==> src/rtl/auto_parity_check.sv <==
// Registered even/odd parity checker for 16-bit words; mode self-selected by data_in[MODE_BIT].
// Optional saturating error counter on port err_count, enabled by defining PARITY_ERR_COUNT_EN.
module auto_parity_check #(
  parameter bit          ODD_PARITY = 1'b0,
  parameter int unsigned MODE_BIT   = 15
) (
  input  logic        clk,
  input  logic        rst_n,
  input  logic [15:0] data_in,
  input  logic        data_valid,
  output logic        parity_error,
  output logic        mode_16,
`ifdef PARITY_ERR_COUNT_EN
  output logic [15:0] err_count,
`endif
  output logic        check_done
);

  localparam logic [3:0] MODE_IDX = MODE_BIT[3:0];

  logic m16;
  logic err;

  logic parity_error_q, parity_error_d;
  logic mode_16_q,      mode_16_d;
  logic check_done_q,   check_done_d;

  always_comb begin
    m16 = data_in[MODE_IDX];
    err = (m16 ? (^data_in) : (^data_in[8:0])) ^ ODD_PARITY;
  end

  // data_in is only looked at when data_valid is high, so X on an idle bus never reaches the flops.
  always_comb begin
    parity_error_d = parity_error_q;
    mode_16_d      = mode_16_q;
    check_done_d   = data_valid;
    if (data_valid) begin
      parity_error_d = err;
      mode_16_d      = m16;
    end
  end

  // NOTE: state is updated with non-blocking assignments only; next-state logic lives in always_comb.
  always_ff @(posedge clk or negedge rst_n) begin
    if (!rst_n) begin
      parity_error_q <= 1'b0;
      mode_16_q      <= 1'b0;
      check_done_q   <= 1'b0;
    end else begin
      parity_error_q <= parity_error_d;
      mode_16_q      <= mode_16_d;
      check_done_q   <= check_done_d;
    end
  end

  assign parity_error = parity_error_q;
  assign mode_16      = mode_16_q;
  assign check_done   = check_done_q;

`ifdef PARITY_ERR_COUNT_EN
  logic [15:0] err_count_q, err_count_d;

  // Saturates at all-ones instead of wrapping, so a flood of errors never reads as zero.
  always_comb begin
    err_count_d = err_count_q;
    if (data_valid && err && (err_count_q != 16'hFFFF)) begin
      err_count_d = err_count_q + 16'd1;
    end
  end

  always_ff @(posedge clk or negedge rst_n) begin
    if (!rst_n) begin
      err_count_q <= 16'd0;
    end else begin
      err_count_q <= err_count_d;
    end
  end

  assign err_count = err_count_q;
`endif

endmodule

==> config.mk <==
export PLATFORM = sky130hd
export DESIGN_NAME = auto_parity_check
export DESIGN_NICKNAME = d
export VERILOG_FILES = /design/src/rtl/auto_parity_check.sv
export SDC_FILE = /design/constraint.sdc
export NUM_CORES = 1
export LEC_CHECK = 0
export CAP_MARGIN = 30
export CORE_AREA = 4 4 41 43
export CTS_CLUSTER_DIAMETER = 60
export CTS_CLUSTER_SIZE = 16
export DETAILED_ROUTE_END_ITERATION = 6
export DIE_AREA = 0 0 45 47
export PLACE_DENSITY = 0.61
export RECOVER_POWER = 25
export SYNTH_ARGS = -nofsm -noshare
export SYNTH_HDL_FRONTEND = slang
export SYNTH_SLANG_ARGS = --single-unit
==> constraint.sdc <==
create_clock -name clk -period 1.69 [get_ports clk]
set_input_delay 0.338 -clock clk [delete_from_list [all_inputs] [get_ports clk]]
set_output_delay 0.338 -clock clk [all_outputs]
set_load 0.02 [all_outputs]
==> results.cfg <==
[setup_path]
arrival_ps = 1730
ff2ff_setup_slack_ps = 960
required_ps = 1800
reg2regPathDepth = 1
reg2reg_from = mode_16
path_max_fanout = 1
endpoint_kind = flip-flop
r2r-end = mode_16
start_kind = primary input
worstSetupPathType = in2reg

[synthesis]
synth_top_cell_by_area = dfrtp_1
ys_seq_area_frac = 0.324
synthCells = 19
async_flop_share = 1.00
synthTopCellsByCount = xnor2_1 (7), dfrtp_1 (3), xor2_1 (3), xnor3_1 (2)
synth-seq-cells = 3
synth.area.top_cells = dfrtp_1 (32%), xnor2_1 (26%), xnor3_1 (19%), xor2_1 (11%), mux2_2 (4.9%)
ys.flop_type = dfrtp_1
synth.top_cell.area_share = 0.324
synth.most_common_cell = xnor2_1
avgSynthCellArea_sq_um = 12.2
synth_nets = 38
ys_types = 8
syn_area_sq_um = 231
ys.warnings.count = 0
synth-edff-count = 0

[routing]
via_count = 227
first_iter_violations = 2
wl_microns = 578
drtAntennaViolNets = 0
wl_per_cell_microns = 9.80
viasPerCell = 3.85
drc_errors = 0
firstDrtPassIters = 2

[global_routing]
grt.met1_usage = 0.0550
grt_usage = 0.0681
grt-ovfl-total = 0
antenna_found_initial = 0
grt_pass1_vias = 239
grt_pass1_wl_microns = 897
grt_util_met2 = 0.0932
grt_use_met3 = 0.0766
grt.busiest_layer = met2
grt_max_degree = 5

[timing]
hold_ws_ps = 359
worst_slew_pin_slew_ps = 262
setup_violations = 0
rsz0062_at_grt = false
worst_slack_ps = 66.4
skew_ps = 0
finalCritPeriodShare = 0.961
clock.fmax_mhz = 616
hold_viol = 0
slew_headroom = 0.824
report.final.slew_viol_count = 0
min_period_ps = 1620

[floorplan]
fp.dieH_microns = 47
core.rowCount = 13
dieArea_sq_um = 2120
ios = 22
coreArea_sq_um = 1300
die_w_microns = 45
initial_utilization = 0.178

[clocking]
numCtsBuffers = 3
root_buffer = clkbuf_4
clock_sinks = 3
htreeDepth = 1
tritoncts = done
clk_latency_ps = 230
cts_buffer_depth = 2
clk_pin_slew_ps = 40

[pwr]
pwr-share-clk = 0.301
intPower_mw = 0.300
switching_share = 0.274
p_sw_mw = 0.113
power_frac_seq = 0.229
p_leak_nw = 0.239
ir_drop_uv = 238
powerDensity_nw_per_um2 = 811
p_comb_frac = 0.470

[finish]
post-route-util = 0.391
fin_area_sq_um = 509
area_delta_synth_final_pct = 120
drive_gt1_frac = 0.136
fin_nets = 64
final_cells = 59
n_fill_cell = 151
num_antenna_cells = 0

[place]
postPlaceCellArea_sq_um = 460
place_inst = 55
gp_congestion = 0.583
portBuffers = 21
pre_cts_slack_ps = -247

[job]
drv_cap = 0

[hold_path]
hp-class = in2async

[status]
status = finished clean
## placed cells by master (no fill, tap or decap)
| cell | count |
|---|---|
| clkbuf_1 | 1 |
| dfrtp_1 | 3 |
| dlygate4sd3_1 | 1 |
| nor2_1 | 1 |
| mux2_2 | 1 |
| dlymetal6s2s_1 | 3 |
| xnor2_2 | 2 |
| clkdlybuf4s50_1 | 17 |
| xor2_1 | 3 |
| xnor3_1 | 2 |
| nand2_1 | 1 |
| a21oi_1 | 1 |
| clkbuf_4 | 3 |
| xnor2_1 | 5 |
## stage by stage
step	setup TNS (ps)	power (mW)
after floorplan	0	0.194
after global placement	-250	0.278
after detailed placement	-247	0.280
after CTS	0	0.412
after global routing	0	0.450
final	0	0.413
## cell families (layout without fill, tap and decap cells)
family	count (synthesis)	count (layout)	synth area share
xor+xnor	12	12	0.573
flops	3	3	0.324
simple gates	2	2	0.0324
compound gates	1	1	0.0216
mux	1	1	0.0486
buf+inv	0	25	0
## worst max path at each step
stage	slack [ps]	endpoint	startpoint
2_1_floorplan	310	parity_error	data_in[2]
3_3_place_gp	-250	parity_error	data_in[2]
3_5_place_dp	-250	parity_error	data_in[2]
4_1_cts	10	parity_error	data_in[1]
5_1_grt	10	parity_error	data_in[6]
6_report	70	parity_error	data_in[6]
## power by group through the flow
stage,Clock [mW],Sequential [mW],Combinational (mW)
6_report,0.124,0.0946,0.194
5_1_grt,0.147,0.0957,0.207
4_1_cts,0.131,0.0946,0.186
3_5_place_dp,0,0.0956,0.185
3_3_place_gp,0,0.0955,0.182
2_1_floorplan,0,0.113,0.0802
## flip-flops by register name, summed over array words and instances (netlist names)
| signal | cells |
|---|---|
| parity_error | 1 |
| check_done | 1 |
| mode_16 | 1 |
## cell type report
class,count,area [sq um],share of cell area
well taps,15,18.8,0.0369
flip-flops and latches,3,75.1,0.147
repair buffers,21,218,0.428
clock buffers,4,26.3,0.0516
multi-input cells,16,171,0.337
## metal layers
layer / vias to the layer above / part of all wire
met4: 0 / 0
met1: 94 / 0.32
met5: - / 0
met3: 0 / 0.30
met2: 22 / 0.38
li1: 111 / -
## worst max-delay path, cell delays in order
cell and delay [ps]:
clkdlybuf4s50_1 490, xnor2_2 120, xnor3_1 370, xnor2_2 150
xnor2_1 170, a21oi_1 80
## what timing repair did
item,CTS,global route
buffers inserted,0,0
hold buffers,0,0
pin swaps,1,6
endpoints found under the setup margin,1,1
gates resized for setup,0,5
Power figures use the tool's default switching activity.
